**src/rtl/imem_loader_pkg.sv**
```systemverilog
// Shared constants and FSM state type for the instruction-memory loader.
// IMEM_LOADER_CHECKSUM_EN adds the CHECK state (trailing checksum byte).
package imem_loader_pkg;
  localparam int ARQ              = 16;
  localparam int MEMORY_ADDR_SIZE = 6;
  localparam int IMEM_DEPTH       = 64;
  localparam int BYTE_W           = 8;

  typedef enum logic [2:0] {
    IDLE,
    HIGH,
    LOW,
    WRITE,
`ifdef IMEM_LOADER_CHECKSUM_EN
    CHECK,
`endif
    DONE
  } state_t;
endpackage

```
**src/rtl/imem_loader_if.sv**
```systemverilog
// Byte-stream input, instruction-memory write port and status of the loader.
interface imem_loader_if;
  import imem_loader_pkg::*;

  logic                        start;
  logic [MEMORY_ADDR_SIZE:0]   num_words;
  logic                        byte_valid;
  logic [BYTE_W-1:0]           byte_data;
  logic                        byte_ready;
  logic                        wr_en;
  logic [MEMORY_ADDR_SIZE-1:0] wr_addr;
  logic [ARQ-1:0]              wr_data;
  logic                        core_hold;
  logic                        done;
  logic                        error;

  modport master (
    output start, num_words, byte_valid, byte_data,
    input  byte_ready, wr_en, wr_addr, wr_data, core_hold, done, error
  );

  modport slave (
    input  start, num_words, byte_valid, byte_data,
    output byte_ready, wr_en, wr_addr, wr_data, core_hold, done, error
  );
endinterface

```
**src/rtl/imem_loader.sv**
```systemverilog
// Program loader: byte stream -> 16-bit words written at addresses 0..N-1.
// Optional trailing XOR checksum byte when IMEM_LOADER_CHECKSUM_EN is defined.
module imem_loader
  import imem_loader_pkg::*;
(
  input logic          clk,
  input logic          rst,
  imem_loader_if.slave bus
);

  state_t                      state;
  logic [MEMORY_ADDR_SIZE:0]   count;
  logic [MEMORY_ADDR_SIZE-1:0] wr_addr;
  logic [ARQ-1:0]              wr_data;
  logic [MEMORY_ADDR_SIZE:0]   clamped;
  logic                        last;

  assign clamped = (bus.num_words > (MEMORY_ADDR_SIZE+1)'(IMEM_DEPTH))
                   ? (MEMORY_ADDR_SIZE+1)'(IMEM_DEPTH) : bus.num_words;
  assign last    = ({1'b0, wr_addr} + 1'b1) == count;

`ifdef IMEM_LOADER_CHECKSUM_EN
  logic [BYTE_W-1:0] csum;
  logic              err;
`endif

  always_ff @(posedge clk) begin
    if (rst) begin
      state   <= IDLE;
      count   <= '0;
      wr_addr <= '0;
      wr_data <= '0;
`ifdef IMEM_LOADER_CHECKSUM_EN
      csum    <= '0;
      err     <= 1'b0;
`endif
    end else begin
      case (state)
        IDLE, DONE: begin
          if (bus.start) begin
            count   <= clamped;
            wr_addr <= '0;
`ifdef IMEM_LOADER_CHECKSUM_EN
            csum    <= '0;
            err     <= 1'b0;
`endif
            state   <= (clamped == '0) ? DONE : HIGH;
          end
        end
        HIGH: begin
          if (bus.byte_valid) begin
            wr_data[ARQ-1:BYTE_W] <= bus.byte_data;
`ifdef IMEM_LOADER_CHECKSUM_EN
            csum <= csum ^ bus.byte_data;
`endif
            state <= LOW;
          end
        end
        LOW: begin
          if (bus.byte_valid) begin
            wr_data[BYTE_W-1:0] <= bus.byte_data;
`ifdef IMEM_LOADER_CHECKSUM_EN
            csum <= csum ^ bus.byte_data;
`endif
            state <= WRITE;
          end
        end
        WRITE: begin
          // Address holds on the last word so a full 64-word load never wraps.
          if (last) begin
`ifdef IMEM_LOADER_CHECKSUM_EN
            state <= CHECK;
`else
            state <= DONE;
`endif
          end else begin
            wr_addr <= wr_addr + 1'b1;
            state   <= HIGH;
          end
        end
`ifdef IMEM_LOADER_CHECKSUM_EN
        CHECK: begin
          if (bus.byte_valid) begin
            if (bus.byte_data != csum) err <= 1'b1;
            state <= DONE;
          end
        end
`endif
        default: state <= IDLE;
      endcase
    end
  end

  assign bus.wr_addr    = wr_addr;
  assign bus.wr_data    = wr_data;
  assign bus.wr_en      = (state == WRITE);
  assign bus.done       = (state == DONE);
  assign bus.core_hold  = (state != IDLE) && (state != DONE);
`ifdef IMEM_LOADER_CHECKSUM_EN
  assign bus.byte_ready = (state == HIGH) || (state == LOW) || (state == CHECK);
  assign bus.error      = err;
`else
  assign bus.byte_ready = (state == HIGH) || (state == LOW);
  assign bus.error      = 1'b0;
`endif

endmodule

```
**src/flat_wrapper.sv**
```systemverilog
// flat-port wrapper written by rule: the top's interface ports become plain ports
module imem_loader_flat import imem_loader_pkg::*;
  (clk, rst, bus_start, bus_num_words, bus_byte_valid, bus_byte_data, bus_byte_ready, bus_wr_en, bus_wr_addr, bus_wr_data, bus_core_hold, bus_done, bus_error);
  imem_loader_if bus_i ();
  input logic clk;
  input logic rst;
  input wire logic [$bits(bus_i.start)-1:0] bus_start;
  input wire logic [$bits(bus_i.num_words)-1:0] bus_num_words;
  input wire logic [$bits(bus_i.byte_valid)-1:0] bus_byte_valid;
  input wire logic [$bits(bus_i.byte_data)-1:0] bus_byte_data;
  output wire logic [$bits(bus_i.byte_ready)-1:0] bus_byte_ready;
  output wire logic [$bits(bus_i.wr_en)-1:0] bus_wr_en;
  output wire logic [$bits(bus_i.wr_addr)-1:0] bus_wr_addr;
  output wire logic [$bits(bus_i.wr_data)-1:0] bus_wr_data;
  output wire logic [$bits(bus_i.core_hold)-1:0] bus_core_hold;
  output wire logic [$bits(bus_i.done)-1:0] bus_done;
  output wire logic [$bits(bus_i.error)-1:0] bus_error;
  assign bus_i.start = bus_start;
  assign bus_i.num_words = bus_num_words;
  assign bus_i.byte_valid = bus_byte_valid;
  assign bus_i.byte_data = bus_byte_data;
  assign bus_byte_ready = bus_i.byte_ready;
  assign bus_wr_en = bus_i.wr_en;
  assign bus_wr_addr = bus_i.wr_addr;
  assign bus_wr_data = bus_i.wr_data;
  assign bus_core_hold = bus_i.core_hold;
  assign bus_done = bus_i.done;
  assign bus_error = bus_i.error;
  imem_loader u_core (.clk(clk), .rst(rst), .bus(bus_i));
endmodule
```
**config.mk**
```make
export PLATFORM = sky130hd
export DESIGN_NAME = imem_loader_flat
export DESIGN_NICKNAME = d
export VERILOG_FILES = /design/src/rtl/imem_loader_pkg.sv /design/src/rtl/imem_loader_if.sv /design/src/rtl/imem_loader.sv /design/src/flat_wrapper.sv
export SDC_FILE = /design/constraint.sdc
export NUM_CORES = 1
export LEC_CHECK = 0
export BUFFER_PORTS_ARGS = -buffer_cell sky130_fd_sc_hd__buf_2
export CAP_MARGIN = 20
export CORE_UTILIZATION = 30
export CTS_CLUSTER_DIAMETER = 60
export DETAILED_ROUTE_END_ITERATION = 6
export GPL_TIMING_DRIVEN = 0
export SYNTH_ARGS = -nofsm -noshare
export SYNTH_HDL_FRONTEND = slang
export SYNTH_SLANG_ARGS = --single-unit
export TNS_END_PERCENT = 5
```
**constraint.sdc**
```tcl
create_clock -name clk -period 4.8 [get_ports clk]
set_clock_uncertainty 0.05 [all_clocks]
set_input_delay 0.96 -clock clk [delete_from_list [all_inputs] [get_ports clk]]
set_output_delay 0.96 -clock clk [all_outputs]
set_load 0.01 [all_outputs]
```
After elaboration in Yosys (flattened, before gate mapping)
Index checks and enable logic that the tools add are counted.
{"block": "op_classes", "n_lt_le_gt_ge": 1, "muxes": 10, "add_sub_neg": 2, "n_eq_ne": 10, "n_reduce_logical": 12}
{"operator": "2-to-1 mux 3 bit", "count": 5}
{"operator": "2-to-1 mux 6 bit", "count": 2}
{"operator": "one-hot mux 3 bit (4 select lines)", "count": 1}
{"operator": "one-hot mux 6 bit (2 select lines)", "count": 1}
{"operator": "!= test 2 bit, second input constant", "count": 4}
{"operator": "adder 6 x 1 -> 7 bit, second input constant", "count": 1}
{"operator": "equality test 7 bit", "count": 1}
{"operator": "greater-than comparator 7 bit, second input constant", "count": 1}
{"operator": "logical NOT 7 bit", "count": 1}
{"operator": "2-to-1 mux 7 bit", "count": 1}
{"operator": "adder 6 x 1 -> 6 bit, second input constant", "count": 1}
{"operator": "equality test 3 x 2 -> 1 bit, second input constant", "count": 2}
{"operator": "AND reduction 2 bit", "count": 3}
{"operator": "AND reduction 3 bit", "count": 2}
{"operator": "equality test 3 x 1 -> 1 bit, second input constant", "count": 1}
{"operator": "equality test 3 bit, second input constant", "count": 1}
{"operator": "logical NOT 3 bit", "count": 1}
{"operator": "!= test 3 bit, second input constant", "count": 1}
{"operator": "nonzero test 3 bit", "count": 1}
{"operator": "nonzero test 2 bit", "count": 1}
{"operator": "OR reduction 2 bit", "count": 1}
{"operator": "logical AND 1 bit", "count": 1}
{"operator": "logical OR 1 bit", "count": 1}
{"block": "word_totals", "in_bits": 19, "register_bits": 32, "output_inout_bits": 27}

Logic depth before layout (Yosys ltp)
Gate-level depths: netlist (run 1).
{"block": "depth", "ltp_word": 6, "mapped_depth": 7, "depth_no_buf": 7}

Worst setup path before layout (run 1)
No wires, ideal clock.
{"block": "synth_path", "path_kind": "flip-flop to flip-flop", "from": "register u_core.wr_addr[0] (netlist: u_core.bus.wr_addr[0])", "to": "register u_core.wr_addr[4] (netlist: u_core.bus.wr_addr[4])", "slack_ns": 2.551, "n_path_buf": 0, "path_stages_with_launch": 8, "synth_period_minus_slack_ns": 2.249, "arrival_ns": 2.065, "setup_ns": 0.135, "cell_sequence": "dfxtp_1 -> ha_1 -> xor2_1 -> a311oi_1 -> nand3_1 -> or3_4 -> a2111oi_2 -> nor4_1"}
{"block": "synth_via", "elab_chain_cells": 4, "word_cells_on_any_way": 7, "cone_classes": "2 x add/sub; 2 x eq/ne; 2 x mux; 1 x reduce/logical"}
{"item": "from (decl)", "line_no": "imem_loader.sv:13", "text": "logic [MEMORY_ADDR_SIZE-1:0] wr_addr;"}
{"item": "from (signal assigned)", "line_no": "imem_loader.sv:77", "text": "wr_addr <= wr_addr + 1'b1;"}
{"item": "adder 6 x 1 -> 7 bit", "line_no": "imem_loader.sv:20", "text": "assign last = ({1'b0, wr_addr} + 1'b1) == count;"}
{"item": "equality test 7 bit", "line_no": "imem_loader.sv:20"}
{"item": "!= test 2 bit (no line)"}
{"item": "AND reduction 3 bit (no line)"}
Several ways; a longest one is shown, not always the timed one. The select of a mux whose other input is x is not followed.
A chain may end at the register's enable or synchronous reset.

Worst setup path after layout (run 1)
Same ends and word-level chain as after synthesis.

==> results of run 1 <==
## how the worst min path moves through the flow
stage / startpoint / to / slack [ns] / depth (start not counted)
2_1_floorplan: u_core.count[2] / u_core.count[2] / 0.39 / 2
3_3_place_gp: u_core.bus.wr_data[7] / u_core.bus.wr_data[7] / 0.39 / 2
3_5_place_dp: u_core.bus.wr_data[3] / u_core.bus.wr_data[3] / 0.39 / 2
4_1_cts: u_core.bus.wr_data[3] / u_core.bus.wr_data[3] / 0.40 / 2
5_1_grt: u_core.bus.wr_data[7] / u_core.bus.wr_data[7] / 0.43 / 2
6_report: u_core.bus.wr_data[3] / u_core.bus.wr_data[3] / 0.40 / 2
## power by group
part           switching (mW)  leakage (nW)  total, mW  internal, mW
registers             0.00760         0.259      0.283         0.275
logic                  0.0471         0.515     0.0804        0.0333
clock network          0.0965        0.0645      0.280         0.183
## cell usage in the layout, fill, tap and decap left out, types with 2 or more instances in the layout
cell type	instances
a21oi_1	23
a311oi_1	2
a31oi_1	3
and2_1	4
and3_1	2
buf_1	3
buf_2	46
clkbuf_1	3
clkbuf_8	7
dfxtp_1	32
inv_1	5
mux2i_1	9
nand2_1	31
nand2b_1	4
nand3_1	6
nand3b_1	6
nand4_1	3
nor2_1	19
nor2b_1	2
nor3_1	5
nor4_1	2
o21ai_1	2
xnor2_1	5
## cells by family (layout without fill, tap and decap cells)
| kind of cell | count (synthesis) | in the layout | synth area share (%) |
|---|---|---|---|
| AOI/OAI and AO/OA | 41 | 41 | 16.0 |
| adders and majority gates | 1 | 1 | 0.782 |
| DFF | 32 | 32 | 40.0 |
| muxes | 11 | 11 | 7.04 |
| xor gates and xnor gates | 6 | 6 | 3.28 |
| buffers and inverters | 15 | 67 | 3.91 |
| other | 1 | 1 | 0.234 |
| and+or+nand+nor | 91 | 91 | 28.8 |
## flip-flops by register name, summed over array words and instances (netlist names)
register and count:
u_core.bus.wr_data 16, u_core.state 3, u_core.bus.wr_addr 6, u_core.count 7
## final cells by class
class | instances | area (µm²)
multi-input cells | 151 | 897
fillers | 555 | 3070
plain buffers | 9 | 40.0
well taps | 70 | 87.6
flip-flops and latches | 32 | 641
inverters | 6 | 22.5
clock inverters | 1 | 30.0
repair buffers | 44 | 220
clock buffers | 7 | 96.3
## through the flow
stage                     utilization (%)  worst slack (ns)  total power, mW  hold slack [ns]  instances
final                                39.8              2.35            0.643            0.401        320
after global routing                 39.8              2.18            0.673            0.425        320
after CTS                            39.8              2.34            0.649            0.404        320
after detailed placement             37.4              2.16            0.369            0.394        312
after global placement               37.4              2.16            0.369            0.388        312
after floorplan                         -              2.55            0.339            0.392        198
## per-layer routing
layer | vias up | wire length, µm | GRT usage, %
met5 | - | 0 | 0
met4 | 0 | 72 | 6.50
met3 | 6 | 309 | 4.55
met2 | 53 | 1710 | 22.3
met1 | 686 | 1760 | 19.0
li1 | 793 | - | -
## cell usage after synthesis, types with 2 or more instances
cell / n
nand4_1: 3
nand2b_1: 4
dfxtp_1: 32
nor4_1: 2
clkbuf_1: 3
o21ai_1: 2
inv_1: 5
nand3b_1: 6
a21oi_1: 23
a31oi_1: 3
and3_1: 2
and2_1: 4
a311oi_1: 2
buf_2: 2
nor3_1: 5
mux2i_1: 9
nand2_1: 31
nor2b_1: 2
nand3_1: 6
buf_1: 3
xnor2_1: 5
nor2_1: 19
## worst register-to-register path, stage by stage, from the launching register on
cell	delay, ns
dfxtp_1	0.50
ha_1	0.33
xor2_1	0.16
a311oi_1	0.26
nand3_1	0.15
or3_4	0.45
a2111oi_2	0.33
nor4_1	0.08
==> results.txt, run 1 <==
Num ports - 46
Total GRT Usage - 14.6%
Period minus WS final - 2.45 ns
Slew margin rel. - 42.0%
CTS Buf Count - 5
Async set-reset flop share out of synthesis - 0%
Post-synthesis register bit count - 32
Setup TNS - 0 ns
Slew Limit Fails - 0
Post-DRT Antenna Nets - 0
CP top delay family - simple AND/OR/NAND/NOR gates
R2r worst-path depth - 7
Post-CTS setup buffers - 0
Cell count after synthesis - 198
Cell area after layout - 2030 µm²
Yosys Warn Count - 0
TritonCTS clock tree - yes
Area leader, netlist - dfxtp_1
Critical path peak fanout - 8
Final Hold Viols - 0
Cell Chain, Critical Path - ha_1 -> xor2_1 -> a311oi_1 -> nand3_1 -> or3_4 -> a2111oi_2 -> nor4_1
Grt total ovfl - 0
Nature of the critical path startpoint - flop
Sequential share of the synthesized area - 40.0%
Min-delay worst type - reg -> reg
CTS H-tree depth - 2
Final WL - 3850 µm
Iter 0 DRT Violations - 96
Total number of vias - 1538
Die width - 75.0 µm
Layout cells sized above 1 - 25.6%
Worst setup path endpoint - u_core.bus.wr_addr[4]
Crit path kind - reg -> reg
Core Region - 5110 µm²
Initial Util - 31.3%
PD cells - 316 nW/µm²
Vias in the first global route - 1312
Bufs and invs on worst path - 0
Slew @ Worst Pin - 0.866 ns
Worst R2R Setup Slack - 2.35 ns
Synthesized Nets - 218
Synth area leaders - dfxtp_1, nand2_1, a21oi_1
Routed length per instance - 12.0 µm
DIE AREA - 5630 µm²
CTS Hold Bufs - 0
Max-cap violation count - 0
Slowest CP cell - dfxtp_1
Row cnt - 26
Final net count - 269
Slowest stage delay, CP - 0.50 ns
Pin count of the biggest net entering global routing - 11
Crit path DAT - 2.54 ns
Period utilisation layout - 51.1%
Netlist cell types - 47
Critical Path RT - 4.89 ns
Outcome - finished clean
Clk pin slew, worst setup/hold paths - 0.07 ns
RSZ-0062 raised after global routing - false
CTS Buffer Depth - 2
DPL Wire Length - 2890 µm
Syn Std Cell Area - 1600 µm²
Initial antenna violation count - 0
Port-buffer cells - 44
Reg2reg end - u_core.bus.wr_addr[4]
Wire length of the first global-routing pass - 6160 µm
Final setup vio count - 0
Critical Path Start - u_core.bus.wr_addr[0]
Reg2Reg Launch Point - u_core.bus.wr_addr[0]
P&R area growth vs syn - 27.1%
Area share of the largest cell type after synthesis - 40.0%
Post-CTS sizing - 0
Drt drc - 0
Mean post-synth cell area - 8.08 µm²
EDFF count, synth - 0
Placed cell areas - 1910 µm²
N_diodes - 0
Top_reg_cell synth - dfxtp_1
1st-pass router iterations - 4
GP Congestion - 0.865
Worst Setup End Kind - flop
CTS Root Cell - clkbuf_8
F_max - 407 MHz
CTS Sinks - 32
Vias/cell - 4.81
Peak VDD IR - 0.163 mV
Die Y - 75.0 µm
CP Depth - 7
Static leakage - 0.839 nW
Worst skew pair latency - 0.27 ns
(Power assumes the default switching activity.)
==> inputs of run 2 (changes only) <==
Clock period 4.8 ns to 2.2 ns, I/O delays scaled along.
==> results.txt, run 2 (same netlist as run 1, synthesis figures left out) <==
CP Depth - 7 (unchanged)
GP Congestion - 0.812 (-6.1%)
Worst skew pair latency - 0.29 ns (+0.02 ns)
Bufs and invs on worst path - 0 (unchanged)
Area of the multi-input gates - 967 µm² (+7.8%)
Routed length per instance - 12.9 µm (+7.2%)
R2r worst-path depth - 7 (unchanged)
Worst setup margin - 0.0343 ns (-2.31 ns)
Max reg flops - 16 (unchanged)
CTS H-tree depth - 2 (unchanged)
N_diodes - 0 (unchanged)
Die width - 75.0 µm (unchanged)
CTS Hold Bufs - 0 (unchanged)
Worst Setup End Kind - flop
Worst hold path cell count - 3 (+1)
Slew @ Worst Pin - 0.852 ns (-0.0139 ns)
Period minus WS final - 2.17 ns (-0.289 ns)
Final net count - 271 (+0.74%)
Period utilisation layout - 98.4% (+47 points)
Layout fillers - 542 (-2.3%)
PD cells - 651 nW/µm² (+110%)
CTS Buffer Depth - 2 (unchanged)
CTS Root Cell - clkbuf_8
Drt drc - 0 (unchanged)
Final Hold Viols - 0 (unchanged)
Largest registers - u_core.bus.wr_data (16), u_core.count (7), u_core.bus.wr_addr (6)
Slowest CP cell - or3_4
CTS Sinks - 32 (unchanged)
Final setup vio count - 0 (unchanged)
1st-pass router iterations - 4 (unchanged)
Pin count of the biggest net entering global routing - 12 (+1)
Max-cap violation count - 0 (unchanged)
Total Power - 1.38 mW (+110%)
TritonCTS clock tree - yes
Storage element area - 651 µm² (+1.6%)
DIE AREA - 5630 µm² (unchanged)
Wire length of the first global-routing pass - 6430 µm (+4.4%)
CTS Buf Count - 5 (unchanged)
Crit path DAT - 2.27 ns (-0.27 ns)
Post-DRT Antenna Nets - 0 (unchanged)
Initial Util - 31.3% (unchanged)
Num ports - 46 (unchanged)
Commonest non-fill, non-tap cell in the layout - buf_2
Iter 0 DRT Violations - 131 (+36%)
Final WL - 4150 µm (+7.9%)
Critical Path RT - 2.30 ns (-2.59 ns)
Reg with most FFs - u_core.bus.wr_data
Peak VDD IR - 0.332 mV (+100%)
Outcome - finished clean
Critical path peak fanout - 6 (-2)
Vias/cell - 4.90 (+1.9%)
Core Region - 5110 µm² (unchanged)
Total number of vias - 1577 (+2.5%)
Cell Chain, Critical Path - ha_4 -> xor2_1 -> a311oi_2 -> nand3_2 -> or3_4 -> nor3_1 -> nor4b_2
Final core area utilization - 41.4% (+1.6 points)
Slew margin rel. - 43.0% (+0.93 points)
Clk pin slew, worst setup/hold paths - 0.07 ns (about the same)
Static leakage - 0.845 nW (+0.68%)
P&R area growth vs syn - 32.1%
WHS - 0.346 ns (-0.0544 ns)
Layout cells sized above 1 - 30.2% (+4.6 points)
Initial antenna violation count - 0 (unchanged)
Slew Limit Fails - 0 (unchanged)
DPL Wire Length - 2950 µm (+2.1%)
Crit path kind - reg -> reg
Slowest stage delay, CP - 0.47 ns (-0.03 ns)
F_max - 462 MHz (+13%)
Worst R2R Setup Slack - 0.03 ns (-2.31 ns)
Most frequent cells in the layout - buf_2, nand2_1, dfxtp_1
Row cnt - 26 (unchanged)
Min-delay worst type - in -> reg
Port-buffer cells - 44 (unchanged)
Total GRT Usage - 15.5% (+0.90 points)
Nature of the critical path startpoint - flop
Die Y - 75.0 µm (unchanged)
Vias in the first global route - 1412 (+7.6%)
DP Worst Slack - -0.127 ns (-2.29 ns)
Grt total ovfl - 0 (unchanged)
CP top delay family - simple AND/OR/NAND/NOR gates
[run 2: cell types whose count changed in the layout (fill, tap and decap cells not counted), sizes merged]
| cell | previous run | this run |
|---|---|---|
| clkinvlp | 0 | 1 |
| clkinv | 0 | 1 |
| buf | 50 | 52 |
| clkbuf | 10 | 8 |
[run 2: tightest hold or removal path, delay by kind of cell]
kind                   cells  cell delay [ns]
AND/OR/NAND/NOR            1             0.05
buffers and inverters      1             0.11
AO/OA/AOI/OAI              1             0.05
[run 2: metrics by stage]
step                setup TNS (ns)  instances  area, µm²
floorplan                        0        198       1600
global placement            -0.192        312       1910
finish                           0        322       2110
CTS                              0        320       2040
detailed placement          -0.228        312       1910
global route                -0.105        322       2110
[run 2: worst paths after layout]
| check | from | endpoint |
|---|---|---|
| setup / recovery | u_core.bus.wr_addr[1] | u_core.bus.wr_addr[2] |
| setup reg to reg | u_core.bus.wr_addr[1] | u_core.bus.wr_addr[2] |
| hold reg to reg | u_core.bus.wr_data[1] | u_core.bus.wr_data[1] |
| hold / removal | bus_byte_data[3] | u_core.bus.wr_data[3] |
[run 2: power breakdown]
part | total (mW) | switching, mW | internal (mW)
Sequential | 0.615 | 0.0174 | 0.598
Clock | 0.575 | 0.240 | 0.335
Combinational | 0.187 | 0.110 | 0.0771
Total | 1.38 | 0.367 | 1.01
[run 2: repair_timing]
| item | CTS | global route |
|---|---|---|
| pin swaps | 2 | 6 |
| gates resized for setup | 5 | 10 |
| setup buffers | 0 | 2 |
| setup endpoints to repair | 4 | 6 |
[run 2: cell type report]
cell class	count	share of cell area [%]
Multi-Input combinational cell	151	45.7
Sequential cell	32	30.8
Timing Repair Buffer	46	11.1
Tap cell	70	4.14
Clock buffer	5	3.25
Clock inverter	3	2.01
Buffer	9	1.89
Inverter	6	1.07
[run 2: per-layer routing]
layer	GRT usage [%]	wire [µm]
met1	18.8	1840
met2	25.0	1950
met3	6.69	294
met4	4.82	65
met5	0	0
